--- src/rtl/fpu_issue_ctrl_if.sv ---
// Handshake and write-back bundle between the FP decoder/execution units
// and the FP issue controller.
interface fpu_issue_ctrl_if;
    // Decoder side
    logic       dec_valid;
    logic       dec_ready;
    logic       reg_write;
    logic       is_adsb;
    logic       is_sub;
    logic       is_mult;
    logic       is_load;
    logic [4:0] rs1;
    logic [4:0] rs2;
    logic [4:0] rd;
    // Execution units and load return
    logic       load_done;
    logic       add_start;
    logic       add_sub;
    logic       mul_start;
    // Register-file write-back and status
    logic       wb_en;
    logic [4:0] wb_rd;
    logic [1:0] wb_sel;
    logic       illegal;
    logic       busy;

    // Environment: decoder, memory return path, execution units
    modport master (
        output dec_valid, reg_write, is_adsb, is_sub, is_mult, is_load,
               rs1, rs2, rd, load_done,
        input  dec_ready, add_start, add_sub, mul_start,
               wb_en, wb_rd, wb_sel, illegal, busy
    );

    // Issue controller
    modport slave (
        input  dec_valid, reg_write, is_adsb, is_sub, is_mult, is_load,
               rs1, rs2, rd, load_done,
        output dec_ready, add_start, add_sub, mul_start,
               wb_en, wb_rd, wb_sel, illegal, busy
    );
endinterface

--- src/rtl/fpu_issue_ctrl.sv ---
// FP issue controller: RAW/WAW interlock through a 32-entry pending
// scoreboard, single write-port reservation ring for adder/multiplier
// results, one outstanding load with a one-entry return buffer.
// Optional feature: define FPU_STALL_CNT_EN to add the stall_cnt port,
// a saturating count of cycles with dec_valid & !dec_ready.
module fpu_issue_ctrl #(
    parameter int ADD_LAT = 3,
    parameter int MUL_LAT = 4
) (
    input  logic            clk,
    input  logic            rstn,
`ifdef FPU_STALL_CNT_EN
    output logic [31:0]     stall_cnt,
`endif
    fpu_issue_ctrl_if.slave io
);

    localparam int DEPTH = (ADD_LAT > MUL_LAT) ? ADD_LAT : MUL_LAT;

    typedef enum logic [1:0] {
        SEL_NONE = 2'b00,
        SEL_ADD  = 2'b01,
        SEL_MUL  = 2'b10,
        SEL_LOAD = 2'b11
    } wb_sel_e;

    typedef struct packed {
        logic       valid;
        logic [4:0] rd;
        wb_sel_e    sel;
    } slot_t;

    // ring_q[k] retires k cycles from now; ring_q[0] is the head
    slot_t       ring_q [DEPTH];
    slot_t       ring_d [DEPTH];
    logic [31:0] pend_q, pend_d;
    logic        load_pending_q;
    logic        load_buf_q;
    logic [4:0]  load_rd_q;

    logic [DEPTH:0] occ;
    logic op_add, op_mul, op_ld, op_ill;
    logic arith_haz, stall, dec_ready, accept;
    logic load_take, load_avail, load_wb;

    // Slot occupancy seen by a new op; index DEPTH is always free
    always_comb begin
        // NOTE: every always_comb output gets a default first so no path can infer a latch.
        occ = '0;
        for (int k = 0; k < DEPTH; k++) occ[k] = ring_q[k].valid;
    end

    // Classify the presented op; loads take priority, then multiply, then add/sub
    always_comb begin
        op_ld     = io.reg_write & io.is_load;
        op_mul    = io.reg_write & ~io.is_load & io.is_mult;
        op_add    = io.reg_write & ~io.is_load & ~io.is_mult & io.is_adsb;
        op_ill    = io.reg_write & ~io.is_load & ~io.is_mult & ~io.is_adsb;
        arith_haz = pend_q[io.rs1] | pend_q[io.rs2] | pend_q[io.rd];
        stall     = (op_add & (arith_haz | occ[ADD_LAT]))
                  | (op_mul & (arith_haz | occ[MUL_LAT]))
                  | (op_ld  & (pend_q[io.rd] | load_pending_q));
        dec_ready = ~(io.dec_valid & stall);
        accept    = io.dec_valid & dec_ready;
    end

    assign io.dec_ready = dec_ready;
    assign io.add_start = accept & op_add;
    assign io.add_sub   = accept & op_add & io.is_sub;
    assign io.mul_start = accept & op_mul;
    assign io.illegal   = accept & op_ill;
    assign io.busy      = (|pend_q) | load_pending_q;

    // Write-port arbitration: arithmetic head always wins over load data
    always_comb begin
        load_take  = io.load_done & load_pending_q & ~load_buf_q;
        load_avail = load_buf_q | load_take;
        io.wb_en   = 1'b0;
        io.wb_rd   = '0;
        io.wb_sel  = SEL_NONE;
        load_wb    = 1'b0;
        if (ring_q[0].valid) begin
            io.wb_en  = 1'b1;
            io.wb_rd  = ring_q[0].rd;
            io.wb_sel = ring_q[0].sel;
        end else if (load_avail) begin
            io.wb_en  = 1'b1;
            io.wb_rd  = load_rd_q;
            io.wb_sel = SEL_LOAD;
            load_wb   = 1'b1;
        end
    end

    // Next ring: shift toward the head, then book the accepted op's slot
    always_comb begin
        for (int k = 0; k < DEPTH - 1; k++) ring_d[k] = ring_q[k + 1];
        ring_d[DEPTH - 1] = '0;
        if (accept && op_add) ring_d[ADD_LAT - 1] = '{valid: 1'b1, rd: io.rd, sel: SEL_ADD};
        if (accept && op_mul) ring_d[MUL_LAT - 1] = '{valid: 1'b1, rd: io.rd, sel: SEL_MUL};
    end

    // Next scoreboard: retire the written register, then mark the new destination
    always_comb begin
        pend_d = pend_q;
        if (io.wb_en) pend_d[io.wb_rd] = 1'b0;
        if (accept && (op_add || op_mul || op_ld)) pend_d[io.rd] = 1'b1;
    end

    // State registers; reset drops every in-flight write
    always_ff @(posedge clk or negedge rstn) begin
        if (!rstn) begin
            // NOTE: the ring is reset entry by entry; a stale valid bit would write back after reset.
            for (int k = 0; k < DEPTH; k++) ring_q[k] <= '0;
            pend_q         <= '0;
            load_pending_q <= 1'b0;
            load_buf_q     <= 1'b0;
            load_rd_q      <= '0;
        end else begin
            // NOTE: state uses non-blocking assignments so every register samples pre-edge values.
            for (int k = 0; k < DEPTH; k++) ring_q[k] <= ring_d[k];
            pend_q     <= pend_d;
            load_buf_q <= load_avail & ~load_wb;
            if (accept && op_ld) begin
                load_pending_q <= 1'b1;
                load_rd_q      <= io.rd;
            end else if (load_wb) begin
                load_pending_q <= 1'b0;
            end
        end
    end

`ifdef FPU_STALL_CNT_EN
    // Saturating count of cycles in which a presented op was held off
    always_ff @(posedge clk or negedge rstn) begin
        if (!rstn) begin
            stall_cnt <= '0;
        end else if (io.dec_valid && !dec_ready && stall_cnt != 32'hFFFF_FFFF) begin
            stall_cnt <= stall_cnt + 32'd1;
        end
    end
`endif

endmodule
--- src/flat_wrapper.sv ---
// flat-port wrapper written by rule: the top's interface ports become plain ports
module fpu_issue_ctrl_flat 
#(
    parameter int ADD_LAT = 3,
    parameter int MUL_LAT = 4
)
  (clk, rstn, io_dec_valid, io_reg_write, io_is_adsb, io_is_sub, io_is_mult, io_is_load, io_rs1, io_rs2, io_rd, io_load_done, io_dec_ready, io_add_start, io_add_sub, io_mul_start, io_wb_en, io_wb_rd, io_wb_sel, io_illegal, io_busy);
  fpu_issue_ctrl_if io_i ();
  input  logic clk;
  input  logic rstn;
  input wire logic [$bits(io_i.dec_valid)-1:0] io_dec_valid;
  input wire logic [$bits(io_i.reg_write)-1:0] io_reg_write;
  input wire logic [$bits(io_i.is_adsb)-1:0] io_is_adsb;
  input wire logic [$bits(io_i.is_sub)-1:0] io_is_sub;
  input wire logic [$bits(io_i.is_mult)-1:0] io_is_mult;
  input wire logic [$bits(io_i.is_load)-1:0] io_is_load;
  input wire logic [$bits(io_i.rs1)-1:0] io_rs1;
  input wire logic [$bits(io_i.rs2)-1:0] io_rs2;
  input wire logic [$bits(io_i.rd)-1:0] io_rd;
  input wire logic [$bits(io_i.load_done)-1:0] io_load_done;
  output wire logic [$bits(io_i.dec_ready)-1:0] io_dec_ready;
  output wire logic [$bits(io_i.add_start)-1:0] io_add_start;
  output wire logic [$bits(io_i.add_sub)-1:0] io_add_sub;
  output wire logic [$bits(io_i.mul_start)-1:0] io_mul_start;
  output wire logic [$bits(io_i.wb_en)-1:0] io_wb_en;
  output wire logic [$bits(io_i.wb_rd)-1:0] io_wb_rd;
  output wire logic [$bits(io_i.wb_sel)-1:0] io_wb_sel;
  output wire logic [$bits(io_i.illegal)-1:0] io_illegal;
  output wire logic [$bits(io_i.busy)-1:0] io_busy;
  assign io_i.dec_valid = io_dec_valid;
  assign io_i.reg_write = io_reg_write;
  assign io_i.is_adsb = io_is_adsb;
  assign io_i.is_sub = io_is_sub;
  assign io_i.is_mult = io_is_mult;
  assign io_i.is_load = io_is_load;
  assign io_i.rs1 = io_rs1;
  assign io_i.rs2 = io_rs2;
  assign io_i.rd = io_rd;
  assign io_i.load_done = io_load_done;
  assign io_dec_ready = io_i.dec_ready;
  assign io_add_start = io_i.add_start;
  assign io_add_sub = io_i.add_sub;
  assign io_mul_start = io_i.mul_start;
  assign io_wb_en = io_i.wb_en;
  assign io_wb_rd = io_i.wb_rd;
  assign io_wb_sel = io_i.wb_sel;
  assign io_illegal = io_i.illegal;
  assign io_busy = io_i.busy;
  fpu_issue_ctrl #(.ADD_LAT(ADD_LAT), .MUL_LAT(MUL_LAT)) u_core (.clk(clk), .rstn(rstn), .io(io_i));
endmodule
--- config.mk ---
export PLATFORM = sky130hd
export DESIGN_NAME = fpu_issue_ctrl_flat
export DESIGN_NICKNAME = d
export VERILOG_FILES = /design/src/rtl/fpu_issue_ctrl_if.sv /design/src/rtl/fpu_issue_ctrl.sv /design/src/flat_wrapper.sv
export SDC_FILE = /design/constraint.sdc
export NUM_CORES = 1
export LEC_CHECK = 0
export BUFFER_PORTS_ARGS = -buffer_cell sky130_fd_sc_hd__buf_4
export CAP_MARGIN = 20
export CORE_ASPECT_RATIO = 0.7
export CORE_UTILIZATION = 60
export CTS_BUF_LIST = sky130_fd_sc_hd__clkbuf_8
export DETAILED_ROUTE_END_ITERATION = 7
export PLACE_DENSITY = 0.81
export RECOVER_POWER = 25
export SLEW_MARGIN = 20
export SYNTH_ARGS = -nofsm -noshare
export SYNTH_HDL_FRONTEND = slang
export SYNTH_SLANG_ARGS = --single-unit
--- constraint.sdc ---
create_clock -name clk -period 7.9 [get_ports clk]
set_clock_uncertainty 0.15 [all_clocks]
set_input_delay 1.185 -clock clk [delete_from_list [all_inputs] [get_ports clk]]
set_output_delay 1.185 -clock clk [all_outputs]
set_load 0.01 [all_outputs]
* After elaboration in Yosys (flattened, before gate mapping)
Cells that the tools add are included.
** Word-level totals
- Register bits after elaboration :: 71
- Latch bits :: 0
- Bits in writable memories :: 0
- ROM bits :: 0
- Input bits :: 24
- Output and inout port bits :: 14
- Word-level logic and storage cells :: 90
- Memories :: 0
** Operators by class
- $add $sub $neg :: 0
- Multipliers :: 0
- Divide/modulo/power cells :: 0
- Magnitude comparators :: 6
- Equal/unequal tests :: 0
- Shift operators :: 0
- Multiplexer cells :: 23
- Bitwise operators :: 35
- Reductions and logical operators :: 10
** Operators by type and width (count)
- two-way mux 32 bit :: 2
- bitwise AND 32 bit :: 1
- inverter 32 bit :: 1
- bitwise OR 32 bit :: 1
- OR reduction 32 bit :: 1
- less-than comparator 5 x 6 -> 1 bit, second input constant :: 4
- bitwise AND 1 bit :: 18
- two-way mux 8 bit :: 2
- binary-select mux 1 bit (select 5 bit) :: 3
- demux 1 bit (select 5 bit) :: 2
- greater-or-equal comparator 5 x 1 -> 1 bit, second input constant :: 2
- two-way mux 1 bit :: 10
- two-way mux 5 bit :: 2
- bitwise OR 1 bit :: 8
- logical AND 1 bit :: 6
- inverter 1 bit :: 6
- two-way mux 2 bit :: 2
- logical OR 1 bit :: 2
- nonzero test 2 bit :: 1

* Longest topological paths before layout
- Word-level depth :: 14
- Gate-level depth with buffers :: 10
- Mapped depth without buffers :: 7

* Worst setup path before layout
No wires, ideal clock.
- Kind :: input-to-output
- Start :: input io_rd[1]
- End :: output io_add_sub
- Arrival time :: 3.236 ns
- Required time :: 6.565 ns
- Slack :: 3.329 ns
- Cell stages on the path :: 10
- Buffers on the path :: 4
- Cells stage by stage :: buf_2 buf_2 mux2i_1 nor3_1 o41ai_1 and4_1 buf_2 buf_2 nand3_1 a211oi_1
** On the way
- Cells in the longest elaborated chain, start to end :: 12
- Elaborated cells on any way between the ends :: 15
- Those cells by class :: mux: 2; bitwise: 13
** RTL lines
- start: declaration :: line flat_wrapper.sv:19 : input wire logic [$bits(io_i.rd)-1:0] io_rd;
- binary-select mux 1 bit (select 5 bit) * :: line fpu_issue_ctrl.sv:59, fpu_issue_ctrl.sv:62
- two-way mux 1 bit (not written as such) * :: line fpu_issue_ctrl.sv:59, fpu_issue_ctrl.sv:62
- bitwise OR 1 bit :: line fpu_issue_ctrl.sv:59 : arith_haz = pend_q[io.rs1] | pend_q[io.rs2] | pend_q[io.rd];
- bitwise OR 1 bit :: line fpu_issue_ctrl.sv:60 : stall = (op_add & (arith_haz | occ[ADD_LAT]))
- bitwise AND 1 bit :: line fpu_issue_ctrl.sv:60
- bitwise OR 1 bit :: line fpu_issue_ctrl.sv:61 : | (op_mul & (arith_haz | occ[MUL_LAT]))
- bitwise OR 1 bit * :: line fpu_issue_ctrl.sv:62 : | (op_ld & (pend_q[io.rd] | load_pending_q));
- bitwise AND 1 bit * :: line fpu_issue_ctrl.sv:63 : dec_ready = ~(io.dec_valid & stall);
- inverter 1 bit * :: line fpu_issue_ctrl.sv:63
- bitwise AND 1 bit * :: line fpu_issue_ctrl.sv:64 : accept = io.dec_valid & dec_ready;
- bitwise AND 1 bit * (2 in a row) :: line fpu_issue_ctrl.sv:69 : assign io.add_sub = accept & op_add & io.is_sub;
- end: declaration :: line flat_wrapper.sv:23 : output wire logic [$bits(io_i.add_sub)-1:0] io_add_sub;
Mark *: on every way between the ends. The rest lies on a longest branch, timed or not. The select of a mux whose other input is x is not followed.

* Final worst setup path
- Start :: input io_rs1[0]
- End :: output io_add_sub
** On the way
- Cells in the longest elaborated chain, start to end :: 13
- Elaborated cells on any way between the ends :: 14
- Those cells by class :: mux: 2; bitwise: 12
** RTL lines
- start: declaration :: line flat_wrapper.sv:17 : input wire logic [$bits(io_i.rs1)-1:0] io_rs1;
- binary-select mux 1 bit (select 5 bit) * :: line fpu_issue_ctrl.sv:59
- two-way mux 1 bit (not written as such) * :: line fpu_issue_ctrl.sv:59
- bitwise OR 1 bit * (2 in a row) :: line fpu_issue_ctrl.sv:59
- bitwise OR 1 bit :: line fpu_issue_ctrl.sv:60
- bitwise AND 1 bit :: line fpu_issue_ctrl.sv:60
- bitwise OR 1 bit * :: line fpu_issue_ctrl.sv:61
- bitwise OR 1 bit * :: line fpu_issue_ctrl.sv:62
- bitwise AND 1 bit * :: line fpu_issue_ctrl.sv:63
- inverter 1 bit * :: line fpu_issue_ctrl.sv:63
- bitwise AND 1 bit * :: line fpu_issue_ctrl.sv:64
- bitwise AND 1 bit * (2 in a row) :: line fpu_issue_ctrl.sv:69
Marks and branches as above.

==> summary.md <==
| Metric | Value |
|---|---|
| Endpoints failing setup | 0 |
| Worst-Margin Slew | approximately 3700 ps |
| Worst R2R Setup Slack | approximately 4200 ps |
| Setup crit end kind | primary output |
| Max cap viols | 1 |
| Clock root buffer | clkbuf_8 |
| TritonCTS clock tree | done |
| Commonest cells after routing, fill and taps aside | 69 x dfrtp_1, 48 x nand2_1, 38 x buf_4 |
| Vias in the first global route | between 3000 and 4000 |
| Worst endpoint required time | approximately 6600 ps |
| Seq pwr share | 0.451 |
| Number of synthesized flops with an enable pin | 0 |
| Final ANT Viol Nets | 0 |
| Comb pwr share | 0.292 |
| Worst slack at placement | a little over 3000 ps |
| Clock Sinks | slightly below 70 |
| DRT Pass-1 Iters | 6 |
| Synth Area per Inst | roughly 9.6 um^2 |
| GR Overflow Total | 0 |
| Fin crit share | 0.616 |
| All-Layer GR Usage | 0.375 |
| Setup CP Type | in2out |
| First-pass GRT wire length | between 20000 and 25000 um |
| Violated checks | max-capacitance violations, max-slew violations |
| N_diodes | 0 |
| Hold Fails Final Rpt | 0 |
| Area grow syn2layout | 10.9% |
| Clock Latency Late Sink | approximately 350 ps |
| DIE AREA | 7540 um^2 |
| Fmax | between 200 and 250 MHz |
| Synth cell types | 54 |
| Synthesized Nets | 472 |
| Initial Util | 0.630 |
| Hold buffers post-CTS | 0 |
| Layout cells sized above 1 | 0.196 |
| Detail Placement HPWL | approximately 9000 um |
| Worst hold slack | approximately 200 ps |
| Wirelength, routed | between 10000 and 15000 um |
| # port buffers | 37 |
| PwrDens | ~230 nW/um^2 |
| Critical path data arrival time | 3530 ps |
| Ys Warns | 0 |
| Yosys reg bits | between 60 and 70 |
| Core area | slightly below 7000 um^2 |
| Rows | 25 |
| Initial antenna violation count | 0 |
| Ports | 38 |
| Crit Path Max Fanout | 11 |
| Pins Over Slew Limit | 70 |
| Most common cell after layout, fill and taps aside | dfrtp_1 |
| Min Clock Period, post-route | just under 5000 ps |
| Routed len/inst | ~23 um |
| RSZ-0062 raised after global routing | no |
| Sum Neg Setup Slack | 0 ps |
| DR vias | approximately 4100 |
| Register area share after synthesis | 0.400 |
| Synth Instances | ~450 |
| Mapped Area | roughly 4300 um^2 |
| CTS buffer count | 9 |
| FFs w/ async S/R, synth | 1.00 |
| DRC | 0 |
| Clk pin slew, worst setup/hold paths | 70 ps |
| Routability congestion estimate | 1.00 |
| Clock Tree Buf Depth | 2 |
| Filler cells | approximately 500 |
| VDD IR-drop max | roughly 0.14 mV |
| DR vias/cell | approximately 7.2 |
| P_sw | 0.000408 W |
| Setup bufs post-CTS | 0 |
| Resized cells post-CTS | 0 |
| H-tree depth | 3 |
| Die Span Y | around 73 um |
| Worst slew margin | -1.45 |
| Setup ws final | 3040 ps |
| Hold crit path type | reg2reg |
| Internal power | between 0.0006 and 0.0007 W |
| Detailed Route Iter0 Violations | roughly 640 |
| Layout net count | between 400 and 500 |
| Status | complete, but fails checks |
| Die X | 103 um |
| Switching Share | 0.368 |
| Pin count of the biggest net entering global routing | 70 |
| Ys flop type | dfrtp_1 |
| Critical path startpoint category | input pin |
| Total leakage power | 1.96 nW |
| Clock power share | 0.257 |
## kinds of logic after synthesis
| family | after synthesis | synth area share |
|---|---|---|
| and+or+nand+nor | 147 | 0.181 |
| AOI/OAI and AO/OA | 137 | 0.234 |
| DFF | 69 | 0.400 |
| buffers and inverters | 52 | 0.0505 |
| muxes | 43 | 0.134 |
## worst paths after layout
path,from,endpoint,cells after the start
setup / recovery,io_rs1[0],io_add_sub,8
hold / removal,u_core.ring_d[16],u_core.ring_d[24],0
setup reg to reg,u_core.pend_q[12],u_core.pend_q[13],7
hold reg to reg,u_core.ring_d[16],u_core.ring_d[24],0
max in group asynchronous,rstn,u_core.pend_q[10],1
min in group asynchronous,rstn,u_core.ring_d[24],1
## per-layer routing
layer  part of all wire  track usage  up-vias
li1                   -            -     1746
met1               0.40        0.543     1964
met2               0.42        0.513      290
met3               0.15        0.129       64
met4              0.038        0.149        0
met5                  0            0        -
## worst max-delay path: stages
cell	delay, ps
buf_4	180
mux4_2	520
mux2i_1	170
nor3_1	90
nor4_4	620
nand3_1	300
a211oi_1	300
buf_4	160
## state kept, by name, summed over array words and instances (netlist names)
name                   flops
u_core.pend_q             32
u_core.ring_d             14
u_core.ring_q             13
u_core.load_rd_q           5
u_core.occ                 3
u_core.load_buf_q          1
u_core.load_pending_q      1
## layout make-up
class	count	area [um^2]	area share
flip-flops and latches	69	1730	0.361
clock inverters	4	50.0	0.0105
multi-input cells	327	2380	0.498
repair buffers	39	289	0.0605
clock buffers	10	138	0.0288
well taps	94	118	0.0246
inverters	21	78.8	0.0165
## cell usage after synthesis, types with 3 or more instances
master / number / area (um^2)
nand2b_1: 9 / 56.3
nand2_1: 48 / 180
o21ai_1: 29 / 145
mux2_2: 17 / 191
a41oi_1: 27 / 236
buf_2: 12 / 60.1
nand3b_1: 4 / 30.0
o211ai_1: 3 / 22.5
o21ai_0: 7 / 35.0
nand3_1: 11 / 55.1
clkbuf_1: 15 / 56.3
clkinv_1: 3 / 11.3
nor2_1: 21 / 78.8
o41ai_1: 3 / 26.3
a21boi_0: 16 / 120
nor3b_1: 4 / 30.0
o41a_1: 3 / 33.8
and3_1: 3 / 18.8
buf_1: 3 / 11.3
dfrtp_1: 69 / 1730
nor2b_1: 6 / 37.5
o21a_1: 12 / 90.1
inv_1: 18 / 67.6
nor3_1: 12 / 60.1
mux2i_1: 16 / 160
o211ai_2: 3 / 37.5
nor4_1: 10 / 62.6
a41o_1: 5 / 50.1
mux4_2: 10 / 225
a21oi_1: 6 / 30.0
o31ai_1: 7 / 52.6
nand4_1: 7 / 43.8
## power groups by stage
stage | logic [W] | clock network, W | registers [W]
2_1_floorplan | 0.000232 | 0 | 0.000447
3_3_place_gp | 0.000303 | 0 | 0.000490
3_5_place_dp | 0.000314 | 0 | 0.000491
4_1_cts | 0.000316 | 0.000285 | 0.000485
5_1_grt | 0.000350 | 0.000302 | 0.000495
6_report | 0.000323 | 0.000285 | 0.000499
## per-stage QoR
step | instances | total power, W | area, um^2 | utilization
floorplan | 448 | 0.000679 | 4310 | -
global placement | 550 | 0.000793 | 4590 | 0.670
detailed placement | 550 | 0.000805 | 4590 | 0.670
CTS | 564 | 0.00109 | 4780 | 0.697
global route | 564 | 0.00115 | 4780 | 0.698
finish | 564 | 0.00111 | 4780 | 0.698
Power figures use the tool's default switching activity.
